<file path="src/rtl/printer_alarm_pkg.sv">
// -----------------------------------------------------------------------------
// printer_alarm_pkg
// Shared types and defaults for the printer alarm manager.
//   alarm_state_t       : per-alarm latch/acknowledge state
//   DEFAULT_ALARM_MAP   : alarm0 = jam|repair, alarm1 = jam|ink
//   DEFAULT_DEB_CYCLES  : debounce hold time in clock cycles
// -----------------------------------------------------------------------------
package printer_alarm_pkg;

    typedef enum logic [1:0] {
        IDLE     = 2'd0,
        ACTIVE   = 2'd1,
        SILENCED = 2'd2
    } alarm_state_t;

    // Slice [j*3 +: 3] lists the sensors (bit0 jam, bit1 repair, bit2 ink)
    // that drive alarm j.
    localparam logic [5:0] DEFAULT_ALARM_MAP  = 6'b101011;
    localparam int         DEFAULT_DEB_CYCLES = 4;

endpackage

</file>
<file path="src/rtl/alarm_chan_fsm.sv">
// -----------------------------------------------------------------------------
// alarm_chan_fsm
// One latching alarm channel with operator acknowledge.
// Ports:
//   clk, rst_n  : clock, asynchronous active-low reset
//   cause       : level that raises the alarm
//   ack         : acknowledge level, sampled every cycle
//   alarm_out   : 1 while the channel is ACTIVE
//   state_dbg   : current state, for observation
//
// Acknowledge semantics: ack is a level, not a valid/ready handshake. It is
// only consumed in ACTIVE; one sampled high cycle moves the channel out of
// ACTIVE and any further high cycles are ignored until the channel re-arms.
// -----------------------------------------------------------------------------
module alarm_chan_fsm
    import printer_alarm_pkg::*;
(
    input  logic         clk,
    input  logic         rst_n,
    input  logic         cause,
    input  logic         ack,
    output logic         alarm_out,
    output alarm_state_t state_dbg
);

    alarm_state_t state, state_nxt;

    always_ff @(posedge clk or negedge rst_n) begin
        if (!rst_n) begin
            state <= IDLE;
        end else begin
            state <= state_nxt;
        end
    end

    always_comb begin
        state_nxt = state;
        alarm_out = 1'b0;
        case (state)
            IDLE: begin
                // ack is deliberately ignored here, so an ack that races the
                // rising cause cannot swallow the alarm.
                if (cause) begin
                    state_nxt = ACTIVE;
                end
            end
            ACTIVE: begin
                alarm_out = 1'b1;
                if (ack) begin
                    // Acked while the fault persists: stay quiet until it
                    // clears, otherwise return straight to IDLE.
                    state_nxt = cause ? SILENCED : IDLE;
                end
            end
            SILENCED: begin
                if (!cause) begin
                    state_nxt = IDLE;
                end
            end
            default: begin
                state_nxt = IDLE;
            end
        endcase
    end

    assign state_dbg = state;

endmodule

</file>
<file path="src/rtl/printer_alarm_mgr.sv">
// -----------------------------------------------------------------------------
// printer_alarm_mgr
// Synchronises and debounces raw printer fault sensors, maps them onto alarms
// through a bit mask, adds a multi-fault alarm, and latches every alarm until
// the operator acknowledges it.
// Ports:
//   clk          : clock, rising edge
//   rst_n        : asynchronous active-low reset
//   sens_raw     : raw asynchronous sensor levels, 1 = fault
//   ack          : per-alarm acknowledge
//   ack_multi    : acknowledge for alarm_multi
//   sens_stable  : debounced sensor levels
//   fault_cnt    : registered popcount of sens_stable
//   alarm        : mask-mapped alarm outputs
//   alarm_multi  : raised while fault_cnt >= MULTI_THRESH (latching)
// -----------------------------------------------------------------------------
module printer_alarm_mgr
    import printer_alarm_pkg::*;
#(
    parameter int N_SENS       = 3,
    parameter int N_ALARM      = 2,
    parameter int DEB_CYCLES   = DEFAULT_DEB_CYCLES,
    parameter int MULTI_THRESH = 2,
    parameter logic [N_ALARM*N_SENS-1:0] ALARM_MAP = DEFAULT_ALARM_MAP
) (
    input  logic                        clk,
    input  logic                        rst_n,
    input  logic [N_SENS-1:0]           sens_raw,
    input  logic [N_ALARM-1:0]          ack,
    input  logic                        ack_multi,
    output logic [N_SENS-1:0]           sens_stable,
    output logic [$clog2(N_SENS+1)-1:0] fault_cnt,
    output logic [N_ALARM-1:0]          alarm,
    output logic                        alarm_multi
);

    localparam int CNT_W = $clog2(N_SENS + 1);
    localparam int DEB_W = $clog2(DEB_CYCLES + 1);
    // The counter toggles the output on the cycle it would reach DEB_CYCLES,
    // so the mismatch has been seen for exactly DEB_CYCLES edges.
    localparam logic [DEB_W-1:0] DEB_LAST = DEB_W'(DEB_CYCLES - 1);

    // ---------------------------------------------------------------- sync
    logic [N_SENS-1:0] sync1, sync2;

    always_ff @(posedge clk or negedge rst_n) begin
        if (!rst_n) begin
            sync1 <= '0;
            sync2 <= '0;
        end else begin
            sync1 <= sens_raw;
            sync2 <= sync1;
        end
    end

    // ------------------------------------------------------------ debounce
    for (genvar gi = 0; gi < N_SENS; gi++) begin : g_deb
        logic [DEB_W-1:0] deb_cnt;
        logic             stable_bit;

        always_ff @(posedge clk or negedge rst_n) begin
            if (!rst_n) begin
                deb_cnt    <= '0;
                stable_bit <= 1'b0;
            end else if (sync2[gi] != stable_bit) begin
                if (deb_cnt == DEB_LAST) begin
                    stable_bit <= ~stable_bit;
                    deb_cnt    <= '0;
                end else begin
                    deb_cnt <= deb_cnt + 1'b1;
                end
            end else begin
                // Any run shorter than DEB_CYCLES is forgotten here.
                deb_cnt <= '0;
            end
        end

        assign sens_stable[gi] = stable_bit;
    end

    // ------------------------------------------------------------ popcount
    logic [CNT_W-1:0] pop;

    always_comb begin
        pop = '0;
        for (int i = 0; i < N_SENS; i++) begin
            pop = pop + CNT_W'(sens_stable[i]);
        end
    end

    always_ff @(posedge clk or negedge rst_n) begin
        if (!rst_n) begin
            fault_cnt <= '0;
        end else begin
            fault_cnt <= pop;
        end
    end

    // -------------------------------------------------------------- causes
    logic [N_ALARM-1:0] cause;
    logic               cause_multi;

    always_comb begin
        cause = '0;
        for (int j = 0; j < N_ALARM; j++) begin
            cause[j] = |(sens_stable & ALARM_MAP[j*N_SENS +: N_SENS]);
        end
    end

    // Driven from the registered count, so alarm_multi trails the mapped
    // alarms by one cycle.
    assign cause_multi = (fault_cnt >= CNT_W'(MULTI_THRESH));

    // -------------------------------------------------------------- alarms
    alarm_state_t chan_state [N_ALARM+1];

    for (genvar gj = 0; gj < N_ALARM; gj++) begin : g_chan
        alarm_chan_fsm u_chan (
            .clk       (clk),
            .rst_n     (rst_n),
            .cause     (cause[gj]),
            .ack       (ack[gj]),
            .alarm_out (alarm[gj]),
            .state_dbg (chan_state[gj])
        );
    end

    alarm_chan_fsm u_multi (
        .clk       (clk),
        .rst_n     (rst_n),
        .cause     (cause_multi),
        .ack       (ack_multi),
        .alarm_out (alarm_multi),
        .state_dbg (chan_state[N_ALARM])
    );

    // The unused encoding 2'b11 must never be reached.
    for (genvar gk = 0; gk <= N_ALARM; gk++) begin : g_state_chk
        a_state_legal : assert property (
            @(posedge clk) disable iff (!rst_n) chan_state[gk] != 2'b11
        );
    end

endmodule

</file>
<file path="config.mk">
export PLATFORM = sky130hd
export DESIGN_NAME = printer_alarm_mgr
export DESIGN_NICKNAME = d
export VERILOG_FILES = /design/src/rtl/printer_alarm_pkg.sv /design/src/rtl/alarm_chan_fsm.sv /design/src/rtl/printer_alarm_mgr.sv
export SDC_FILE = /design/constraint.sdc
export NUM_CORES = 1
export LEC_CHECK = 0
export BUFFER_PORTS_ARGS = -buffer_cell sky130_fd_sc_hd__buf_2
export CAP_MARGIN = 20
export CORE_MARGIN = 1
export CORE_UTILIZATION = 57
export CTS_BUF_LIST = sky130_fd_sc_hd__clkbuf_16
export CTS_CLUSTER_SIZE = 25
export DETAILED_ROUTE_END_ITERATION = 10
export PLACE_DENSITY = 0.8
export SYNTH_ARGS = -nofsm -noshare
export SYNTH_HDL_FRONTEND = slang
export SYNTH_SLANG_ARGS = --single-unit
</file>
<file path="constraint.sdc">
create_clock -name clk -period 2.5 [get_ports clk]
set_input_delay 0.5 -clock clk [delete_from_list [all_inputs] [get_ports clk]]
set_output_delay 0.5 -clock clk [all_outputs]
set_load 0.005 [all_outputs]
</file>
* After elaboration in Yosys (flattened, before gate mapping)
Cells that the tools add are included.
** Word-level totals
- Memories :: 0
- ROM bits :: 0
- Bits in latches :: 0
- Word-level logic and storage cells :: 77
- Bits in writable memories :: 0
- Register bits :: 26
** Operators by class
- Order comparisons :: 1
- Shifts and indexed selects :: 0
- Div/mod/pow operators :: 0
- Eq/ne operators :: 21
- Add/sub/neg operators :: 5
- Mux-type cells :: 24
- $mul :: 0
- Bitwise gates (word level) :: 3
- Reduce and logical (&&, ||, !) cells :: 11
** Operators by type and width (number)
- two-way mux 2 bit :: 12
- two-way mux 3 bit :: 6
- case mux 2 bit (3 select lines) :: 3
- != test 2 bit, second input constant :: 6
- adder 3 x 1 -> 3 bit, second input constant :: 3
- == test 3 x 2 -> 1 bit, second input constant :: 3
- AND reduction 3 bit :: 3
- == test 2 x 1 -> 1 bit, second input constant :: 3
- == test 2 bit, second input constant :: 3
- zero test 2 bit :: 3
- != test 2 x 1 -> 1 bit, second input constant :: 3
- AND reduction 2 bit :: 3
- OR reduction 2 bit :: 2
- two-way mux 1 bit :: 3
- != test 1 bit :: 3
- NOT 1 bit :: 3
- adder 1 x 1 -> 2 bit :: 1
- adder 2 x 1 -> 2 bit :: 1
- >= comparator 2 bit, second input constant :: 1

* Depth between registers and ports, before layout
- Depth in word-level cells :: 4
- Gate-level depth with buffers :: 4

* Hierarchy
A second synthesis with hierarchy kept.
** Unflattened totals
- Cells, all modules :: 72
- Area total of the unflattened synthesis :: 1026.0 µm²
** Modules (own cells, without submodules)
- printer_alarm_mgr :: area an instance 763.2 µm², instances 1, cells an instance 51, sequential area each 500.5 µm²
- alarm_chan_fsm :: area an instance 87.6 µm², instances 3, cells an instance 7, sequential area each 50.0 µm²

* Worst setup path after synthesis
Ideal clock, no wire load.
- Path kind :: reg2out
- From :: register g_chan[0].u_chan.state[0]
- To :: output port alarm[0]
- Path slack :: 1.363 ns
- Data arrival time :: 0.637 ns
- Cell stages (with the launch flop) :: 3
- Cell sequence :: dfrtp_1 -> nor2b_1 -> buf_4
** Between the ends
- Word-level cells in the longest chain between the ends :: 2
** RTL lines
- start, declared :: line alarm_chan_fsm.sv:26 : alarm_state_t state, state_nxt;
- start signal, assigned :: line alarm_chan_fsm.sv:32 : state <= state_nxt;
- == test 2 x 1 -> 1 bit :: line alarm_chan_fsm.sv:39 : case (state)
- two-way mux 1 bit :: line alarm_chan_fsm.sv:39
- end, declared :: line printer_alarm_mgr.sv:33 : output logic [N_ALARM-1:0] alarm,
No other way between the ends.

* Final worst setup path
Ends and elaborated chain as after synthesis.

==> reports/qor.yml <==
avgSynthCellArea_sq_um: 13.9
core.rowCount: 14
cts_hold_buffers: 0
cts_max_level: 1
regArea_sq_um: 651
worst_slew_pin_slew_ps: 539
slew_viol_final: 0
reg2reg_setup_slack_ps: 1300
end_kind: "output pin"
viasPerCell: 5.04
multi_input_area_sq_um: 330
critPathKind: "flip-flop to output pin"
cellPowerDensity_nw_per_um2: 1180
fmax_ghz: 0.688
cp_max_fo: 5
grt_pass1_vias: 602
finalCriticalPeriod_ps: 1450
die_w_microns: 44.4
clock_latency_ps: 260
yosysTopAreaCell: "dfrtp_1"
port_buffers: 15
slowest_stage: "dfrtp_1"
status: "completed"
hold_class: "primary input to async pin"
hpwl_mm: 1.03
synth-xor-area-share_pct: 2.56
antenna_found_initial: 0
synth_edf_count: 0
areaGrowthSynthToFinish_pct: 13.9
crit_chain: "nor2b_1, buf_2"
min_period_over_period_pct: 58.1
drive_gt1_share_pct: 27.6
dr.pass1.iters: 3
synth_top_family_by_area: "simple AND/OR/NAND/NOR gates"
synthAdderAreaFrac_pct: 6.83
ys_ff_latch: 26
p_leak_uw: 0.000555
die_area_sq_um: 1970
grt_max_degree: 27
grt_pass1_wl_mm: 2.49
synthDistinctLibCells: 20
cts_buffer_depth: 2
finalSetupViolations: 0
drc_errors: 0
antenna-diode-count: 0
drt_wl_total_mm: 1.36
setup-tns-final_ps: 0
hold_viol: 0
startpoint_type: "flip-flop"
overflow: 0
vdd_drop_max_mv: 0.706
ys_top_cells_by_count: "dfrtp_1 (26), nor2b_1 (6), buf_4 (5)"
root_buffer: "clkbuf_16"
clk_pin_slew_ps: 60
required_ps: 2000
nNetsFinal: 102
final_antenna_net_count: 0
start_util_pct: 64.4
post_cts_resized: 0
fin_worst_skew_ps: 6.23
cts_sinks: 26
postCtsSetupRepairBufs: 0
synth-simple-area-share_pct: 15.7
arrival_ps: 950
num-fill-cells: 107
drtIter0Drc: 2
synth_most_common_cell: "dfrtp_1"
ys.flop_type: "dfrtp_1"
syn_area_sq_um: 1030
grt_usage_pct: 18.7
routed-via-count: 559
synth_compound_area_share_pct: 3.78
gp_congestion: 0.628
pin_count: 16
async_flop_share_pct: 100
syn-num-nets: 87
cts_tree: "built"
cap_violations: 0
cts_buffers: 3
synth_seq_area_share_pct: 63.4
core_sq_um: 1590
cpPeakStageDelay_ps: 390
dieHeight_microns: 44.4
max_slew_margin_pct: 64.0
holdWs_ps: 219
synth_top_area_share_pct: 63.4
yosys-top-cells-area: "dfrtp_1 (63%), ha_1 (4.9%), buf_4 (3.7%)"
yosys_warnings: 0
avgRoutedWirePerCell_microns: 12.3
synthMuxAreaShare_pct: 3.29
synth_cells: 74
grt_setup_unrepaired: "false"
==> power by group <==
group	leakage (uW)	internal, uW	total, uW	switching (uW)
Combinational	0.000194	206	361	154
Sequential	0.000324	551	673	122
Clock	0.0000370	212	340	128
Total	0.000555	969	1370	405
==> registers in the layout, indices dropped and copies added, names as in the netlist <==
signal                   cells
g_deb.deb_cnt                9
g_chan.u_chan.state_dbg      4
g_deb.stable_bit             3
sync1                        3
sync2                        3
fault_cnt                    2
u_multi.state_dbg            2
==> routing by layer <==
metal  global-route usage [%]  share of wire, %
met1                     22.7                49
met4                     10.9               2.6
met3                     6.12               5.6
met2                     29.4                43
met5                        0                 0
==> placed cells by master (no fill, tap or decap), types with 2 or more instances in the layout <==
cell type	instances
nor2b_2	2
clkbuf_16	3
nor2b_1	6
dfrtp_1	26
ha_1	4
buf_2	15
nor3_1	4
a211oi_1	3
nand2b_1	2
mux2_2	3
inv_1	2
a21oi_1	2
xnor2_1	3
nor3b_1	4
nand3b_1	2
==> metrics by stage <==
step                setup WS [ps]  util [%]  power (uW)  area [sq um]  std cells
floorplan                    1360         -         957          1030         74
global placement             1340      68.6        1020          1090        108
detailed placement           1280      68.6        1060          1090        108
CTS                          1030      73.3        1390          1170        111
global route                  951      73.3        1480          1170        111
finish                       1050      73.3        1370          1170        111
==> final cells by class <==
cell class | instances | share of cell area (%)
Clock buffer | 3 | 6.42
Inverter | 2 | 0.642
Multi-Input combinational cell | 41 | 28.3
Sequential cell | 26 | 55.7
Tap cell | 24 | 2.57
Timing Repair Buffer | 15 | 6.42
==> worst max-delay path: cells and delay by family, from the launching register on <==
family / cells / cell delay (ps)
simple gates: 1 / 180
flops: 1 / 390
buf+inv: 1 / 130
==> final timing paths <==
kind	startpoint	endpoint	cells past startpoint
worst max-delay path	g_chan[0].u_chan.state_dbg[0]	alarm[0]	2
worst min-delay path	rst_n	g_deb[0].deb_cnt[2]	1
worst max register to register	g_deb[0].deb_cnt[0]	g_deb[0].stable_bit	3
worst min register to register	sync1[2]	sync2[2]	0
max in group asynchronous	rst_n	u_multi.state_dbg[1]	1
min in group clk	sync1[2]	sync2[2]	0
==> logic make-up after synthesis <==
group / count (synthesis)
buf+inv: 7
simple gates: 24
flops: 26
fa+ha+maj: 5
mux: 3
compound gates: 6
xor+xnor: 3
Note: power is estimated with default switching activity, not from simulation.
